$ cat src/rtl/alu_serial.sv
`default_nettype none
// ============================================================================
//  Module      : alu_serial
//  Description : Digit-serial WIDTH-bit ALU. Processes SLICE bits per clock,
//                LSB first, behind valid/ready handshakes on both sides.
//                Op codes: 2 ADD, 3 SUB, 4 AND, 5 OR, 6 NOR, 7 XOR; codes
//                0 and 1 yield a zero result. Adds carry-out, signed
//                overflow and zero flags on top of the plain slice datapath.
//  Revision    : 1.0 - initial release
// ============================================================================
module alu_serial #(
    parameter int WIDTH = 32,
    parameter int SLICE = 1
) (
    input  logic             clock,
    input  logic             reset,
    input  logic             in_valid,
    output logic             in_ready,
    input  logic [WIDTH-1:0] A,
    input  logic [WIDTH-1:0] B,
    input  logic [2:0]       control,
    output logic             out_valid,
    input  logic             out_ready,
    output logic [WIDTH-1:0] out,
    output logic             carryout,
    output logic             overflow,
    output logic             zero
);

    // ------------------------------------------------------------------------
    // Constants
    // ------------------------------------------------------------------------
    localparam int C_NSLICE = WIDTH / SLICE;
    // One extra bit so the counter can reach N without wrapping.
    localparam int C_CNT_W  = $clog2(C_NSLICE) + 1;
    localparam logic [C_CNT_W-1:0] C_LAST = C_CNT_W'(C_NSLICE - 1);

    localparam logic [2:0] C_OP_ADD = 3'd2;
    localparam logic [2:0] C_OP_SUB = 3'd3;
    localparam logic [2:0] C_OP_AND = 3'd4;
    localparam logic [2:0] C_OP_OR  = 3'd5;
    localparam logic [2:0] C_OP_NOR = 3'd6;
    localparam logic [2:0] C_OP_XOR = 3'd7;

    typedef enum logic [1:0] {
        S_IDLE = 2'd0,
        S_RUN  = 2'd1,
        S_DONE = 2'd2
    } state_t;

    // ------------------------------------------------------------------------
    // Registers and wires
    // ------------------------------------------------------------------------
    state_t               r_state;
    state_t               w_state_next;

    logic [WIDTH-1:0]     r_a;        // operand A, shifted right one slice per RUN cycle
    logic [WIDTH-1:0]     r_b;        // operand B, shifted right one slice per RUN cycle
    logic [2:0]           r_ctrl;     // captured op code
    logic [C_CNT_W-1:0]   r_cnt;      // slice index
    logic                 r_carry;    // carry between slices
    logic [WIDTH-1:0]     r_acc;      // partial result, filled from the top down

    logic [WIDTH-1:0]     r_out;
    logic                 r_cout;
    logic                 r_ovf;
    logic                 r_zero;

    logic                 w_accept;
    logic                 w_last;
    logic                 w_arith;
    logic                 w_in_arith;
    logic [SLICE-1:0]     w_a_s;
    logic [SLICE-1:0]     w_b_raw;
    logic [SLICE-1:0]     w_b_s;
    logic [SLICE:0]       w_sum;
    logic [SLICE-1:0]     w_res_s;
    logic                 w_cin_msb;
    logic                 w_cout_s;
    logic                 w_ovf_s;
    logic [WIDTH-1:0]     w_acc_next;
    logic [WIDTH-1:0]     w_a_shift;
    logic [WIDTH-1:0]     w_b_shift;

    // ------------------------------------------------------------------------
    // Slice datapath
    // ------------------------------------------------------------------------
    assign w_accept   = (r_state == S_IDLE) && in_valid;
    assign w_last     = (r_cnt == C_LAST);
    assign w_arith    = (r_ctrl == C_OP_ADD) || (r_ctrl == C_OP_SUB);
    assign w_in_arith = (control == C_OP_ADD) || (control == C_OP_SUB);

    // The current slice is always the low SLICE bits of the shifting operands.
    assign w_a_s   = r_a[SLICE-1:0];
    assign w_b_raw = r_b[SLICE-1:0];
    // SUB inverts B; the +1 enters through the carry seeded at accept.
    assign w_b_s   = w_b_raw ^ {SLICE{r_ctrl[0]}};
    assign w_sum   = {1'b0, w_a_s} + {1'b0, w_b_s} + {{SLICE{1'b0}}, r_carry};

    // Carry into the slice MSB is recovered from the MSB sum bit, which avoids
    // splitting the adder when SLICE == 1.
    assign w_cin_msb = w_a_s[SLICE-1] ^ w_b_s[SLICE-1] ^ w_sum[SLICE-1];
    assign w_cout_s  = w_arith & w_sum[SLICE];
    assign w_ovf_s   = w_arith & (w_cin_msb ^ w_sum[SLICE]);

    // Per-slice result selection by op code.
    always_comb begin
        w_res_s = '0;
        case (r_ctrl)
            C_OP_ADD,
            C_OP_SUB: w_res_s = w_sum[SLICE-1:0];
            C_OP_AND: w_res_s = w_a_s & w_b_raw;
            C_OP_OR : w_res_s = w_a_s | w_b_raw;
            C_OP_NOR: w_res_s = ~(w_a_s | w_b_raw);
            C_OP_XOR: w_res_s = w_a_s ^ w_b_raw;
            default : w_res_s = '0;
        endcase
    end

    // Shift paths; a single-slice configuration has nothing left to shift.
    generate
        if (SLICE < WIDTH) begin : g_shift_part
            assign w_acc_next = {w_res_s, r_acc[WIDTH-1:SLICE]};
            assign w_a_shift  = {{SLICE{1'b0}}, r_a[WIDTH-1:SLICE]};
            assign w_b_shift  = {{SLICE{1'b0}}, r_b[WIDTH-1:SLICE]};
        end else begin : g_shift_full
            assign w_acc_next = w_res_s;
            assign w_a_shift  = '0;
            assign w_b_shift  = '0;
        end
    endgenerate

    // ------------------------------------------------------------------------
    // Control FSM
    // ------------------------------------------------------------------------
    // State register.
    always_ff @(posedge clock or negedge reset) begin
        if (!reset) begin
            r_state <= S_IDLE;
        end else begin
            r_state <= w_state_next;
        end
    end

    // Next-state logic and handshake outputs.
    always_comb begin
        w_state_next = r_state;
        in_ready     = 1'b0;
        out_valid    = 1'b0;
        case (r_state)
            S_IDLE: begin
                in_ready = 1'b1;
                if (in_valid) begin
                    w_state_next = S_RUN;
                end
            end
            S_RUN: begin
                if (w_last) begin
                    w_state_next = S_DONE;
                end
            end
            S_DONE: begin
                out_valid = 1'b1;
                if (out_ready) begin
                    w_state_next = S_IDLE;
                end
            end
            default: w_state_next = S_IDLE;
        endcase
    end

    // ------------------------------------------------------------------------
    // Operand capture, slice iteration and result/flag update
    // ------------------------------------------------------------------------
    // Captures on accept, advances one slice per RUN cycle, and publishes the
    // result only on the last slice so out/flags hold until the next completion.
    always_ff @(posedge clock or negedge reset) begin
        if (!reset) begin
            r_a     <= '0;
            r_b     <= '0;
            r_ctrl  <= '0;
            r_cnt   <= '0;
            r_carry <= 1'b0;
            r_acc   <= '0;
            r_out   <= '0;
            r_cout  <= 1'b0;
            r_ovf   <= 1'b0;
            r_zero  <= 1'b1;
        end else if (w_accept) begin
            r_a     <= A;
            r_b     <= B;
            r_ctrl  <= control;
            r_cnt   <= '0;
            r_carry <= w_in_arith & control[0];
            r_acc   <= '0;
        end else if (r_state == S_RUN) begin
            r_a     <= w_a_shift;
            r_b     <= w_b_shift;
            r_acc   <= w_acc_next;
            r_carry <= w_sum[SLICE];
            r_cnt   <= r_cnt + 1'b1;
            if (w_last) begin
                r_out  <= w_acc_next;
                r_cout <= w_cout_s;
                r_ovf  <= w_ovf_s;
                r_zero <= (w_acc_next == '0);
            end
        end
    end

    assign out      = r_out;
    assign carryout = r_cout;
    assign overflow = r_ovf;
    assign zero     = r_zero;

endmodule
`default_nettype wire

$ cat config.mk
export PLATFORM = sky130hd
export DESIGN_NAME = alu_serial
export DESIGN_NICKNAME = d
export VERILOG_FILES = /design/src/rtl/alu_serial.sv
export SDC_FILE = /design/constraint.sdc
export NUM_CORES = 1
export LEC_CHECK = 0
export BUFFER_PORTS_ARGS = -buffer_cell sky130_fd_sc_hd__buf_2
export CORE_MARGIN = 5
export CORE_UTILIZATION = 50
export DETAILED_ROUTE_END_ITERATION = 7
export GPL_TIMING_DRIVEN = 0
export PLACE_DENSITY = 0.8
export SLEW_MARGIN = 10
export SYNTH_ARGS = -nofsm -noshare
export SYNTH_HDL_FRONTEND = slang
export SYNTH_SLANG_ARGS = --single-unit
$ cat constraint.sdc
create_clock -name clock -period 4.8 [get_ports clock]
set_input_delay 0 -clock clock [delete_from_list [all_inputs] [get_ports clock]]
set_output_delay 0 -clock clock [all_outputs]
set_load 0.03 [all_outputs]
==> impl_metrics.toml <==
[setup_path]
crit_chain = "nor2b_1 -> clkbuf_1 -> nor2_1 -> clkbuf_1 -> nand2_1 -> nand2_1"
crit_required_ns = 5.14
start_kind = "register"
worst-path-max-fanout = 10
critPathMaxStageDelay_ns = 0.65
path_class = "register to register"
cp-end-kind = "register"
arrival_ns = 2.58
cpMaxStageDelayCell = "nor2_1"

[sta]
relSlewSlack_pct = 51.32
min_period_ns = 2.238
max_freq_mhz = 446.9
setup_viol = 0
rsz0062_at_grt = "no"
fin_crit_sh_pct = 46.62
tightestPinTransition_ns = 0.7276
finalHoldViolCount = 0
slew_violations = 0
clock_skew_ns = 0.008241
setup_tns_ns = 0

[cts]
cts.sinks = 142
postCtsHoldBufs = 70
cts_tree = "done"
numCtsBuffers = 17
cts_root_buffer = "clkbuf_16"
clkTransAtPathRegs_ns = 0.06
h-tree-depth = 4
cts.path.max_buffers = 2
clk_latency_ns = 0.41
postCtsSetupRepairBufs = 0
cts_resized = 0

[cells_and_area]
nFillCells = 804
layout.area.seq_sq_um = 3555
nNetsFinal = 845
drive_above_1_share_pct = 24.17
syn2layout_area_growth_pct = 34.79
multi_input_area_sq_um = 2203
n_antenna_cell = 0

[yosys]
ys_types = 36
synth_edf_count = 0
synth_warnings = 0
syn_nets = 648
avgSynthCellArea_sq_um = 10.39
synth_seq_cells = 142
synth_ff_type = "dfrtp_1"
syn_area_sq_um = 5944
synthArstFlopShare_pct = 100.0
syn_inst = 572
seq_area_frac_synth_pct = 59.80

[flow_run]
maxCapViolations = 0

[route]
routed_wl_mm = 16.08
num_vias = 5160
drt-wirelength-per-cell_um = 17.39
drc = 0
ant_nets = 0
dr.pass1.iters = 6
drt_iter0_drc = 534
vias_per_cell = 5.578

[placed_design]
io_buffers = 107
hpwl_mm = 9.788
place_congestion = 0.8106

[grt]
grt_usage_pct = 23.96
grt_pass1_vias = 5429
grt_max_degree = 82
grt_overflow_total = 0
grt_pass1_wl_mm = 27.20
grt_antenna_before_repair = 0

[floorplan]
fp.dieH_um = 119.0
row_count = 39
design.die.area_sq_um = 14170
core_area_sq_um = 11520
pin_count = 108
fp.dieW_um = 119.0
floorplan.initialDensity_pct = 51.62

[pwr]
p_per_area_nw_per_um2 = 611.3
vdd_drop_max_uv = 366.3
power_uw = 4898
p_leak_uw = 0.004003

[min_path]
min_path_type = "input pin to asynchronous set/reset pin"

[outcome]
outcome = "finished clean"
sequential cells by signal, indices dropped and copies added (netlist names):
register / count
r_a: 32
overflow: 1
r_ctrl: 3
r_state: 2
r_cnt: 6
r_acc: 31
out: 32
r_carry: 1
carryout: 1
r_b: 32
zero: 1
cell usage after synthesis (all sizes together), types with 2 or more instances:
master	number	area share, %
dfrtp	141	59
ha	4	0.84
mux2	31	6.1
a31oi	2	0.21
mux2i	3	0.51
buf	13	1.3
a221o	2	0.34
a22oi	60	7.6
nor2	3	0.19
nand3	5	0.51
a21oi	2	0.17
nand4	3	0.32
nor3	3	0.25
xor2	3	0.44
nand2b	3	0.32
nor4	7	0.74
inv	6	0.38
o21ai	45	3.8
nand2	200	13
clkbuf	23	1.5
cell usage in the layout, fill, tap and decap left out, types with 3 or more instances in the layout:
cell type and count:
clkbuf_8 4, o21ai_0 45, clkbuf_16 17, mux2_4 3, clkbuf_1 24, a22oi_1 60
mux2i_1 3, nand2b_1 3, dfrtp_1 141, mux2_2 28, inv_1 6, buf_6 3
ha_1 4, bufinv_16 3, nand2_1 200, xor2_1 3, nor2_1 3, clkinv_2 4
nor4_1 7, dlygate4sd3_1 70, nand3_1 4, nor3_1 3, buf_2 117, nand4_1 3
through the flow:
| step | utilization [%] | area [sq um] | hold slack, ns | worst slack [ns] | cells |
|---|---|---|---|---|---|
| 2_1_floorplan | - | 5944 | -0.2956 | 3.105 | 572 |
| 3_3_place_gp | 57.82 | 6659 | 0.2044 | 1.899 | 822 |
| 3_5_place_dp | 58.12 | 6693 | 0.01864 | 2.650 | 823 |
| 4_1_cts | 69.58 | 8013 | 0.1517 | 2.623 | 925 |
| 5_1_grt | 69.58 | 8013 | 0.1797 | 2.420 | 925 |
| 6_report | 69.58 | 8013 | 0.1387 | 2.562 | 925 |
cells by family (layout without fill, tap and decap cells):
family | after synthesis | in the layout | share of synthesized area, %
AND/OR/NAND/NOR | 229 | 229 | 15.72
flip-flops | 142 | 142 | 59.80
AO/OA/AOI/OAI | 116 | 116 | 13.01
buffers and inverters | 42 | 252 | 3.136
multiplexers | 34 | 34 | 6.567
adder cells (fa/ha/maj) | 5 | 5 | 1.179
XOR/XNOR | 4 | 4 | 0.5895
critical path, delay by kind of cell (launching register included):
kind	cells	cell delay, ns
AND/OR/NAND/NOR	4	1.06
buffers and inverters	2	0.69
flip-flops	1	0.41
area by class of cell:
cell class	instances	share of cell area (%)
buffer	36	2.046
clock buffer	22	6.043
clock inverter	10	1.686
inverter	6	0.2811
multi-input combinational	388	27.50
sequential	142	44.36
tap	143	2.233
timing repair buffer	178	15.85
layer usage:
metal  vias to the layer above  GRT usage (%)  routed length, um
met1                      2541          28.00               6177
met3                        43          6.682               1004
met2                       213          41.72               8399
met4                         0          9.631                502
li1                       2363              -                  -
met5                         -              0                  0
worst paths after layout:
| check | startpoint | to | slack [ns] | depth (start not counted) |
|---|---|---|---|---|
| setup / recovery | r_state[0] | r_a[4] | 2.56 | 6 |
| hold / removal | reset | out[9] | 0.14 | 2 |
| setup reg to reg | r_state[0] | r_a[4] | 2.56 | 6 |
| hold reg to reg | r_b[3] | r_b[3] | 0.48 | 2 |
| max in group asynchronous | reset | r_b[2] | 3.87 | 3 |
| min in group clock | control[2] | r_ctrl[2] | 0.34 | 4 |
report_power, final:
| part | switching (uW) | total [uW] | leakage (uW) | internal (uW) |
|---|---|---|---|---|
| Combinational | 951 | 1550 | 0.00184 | 597 |
| Sequential | 345 | 1980 | 0.00185 | 1640 |
| Clock | 496 | 1370 | 0.000306 | 871 |
| Total | 1790 | 4900 | 0.00400 | 3110 |
Power figures use the tool's default switching activity.
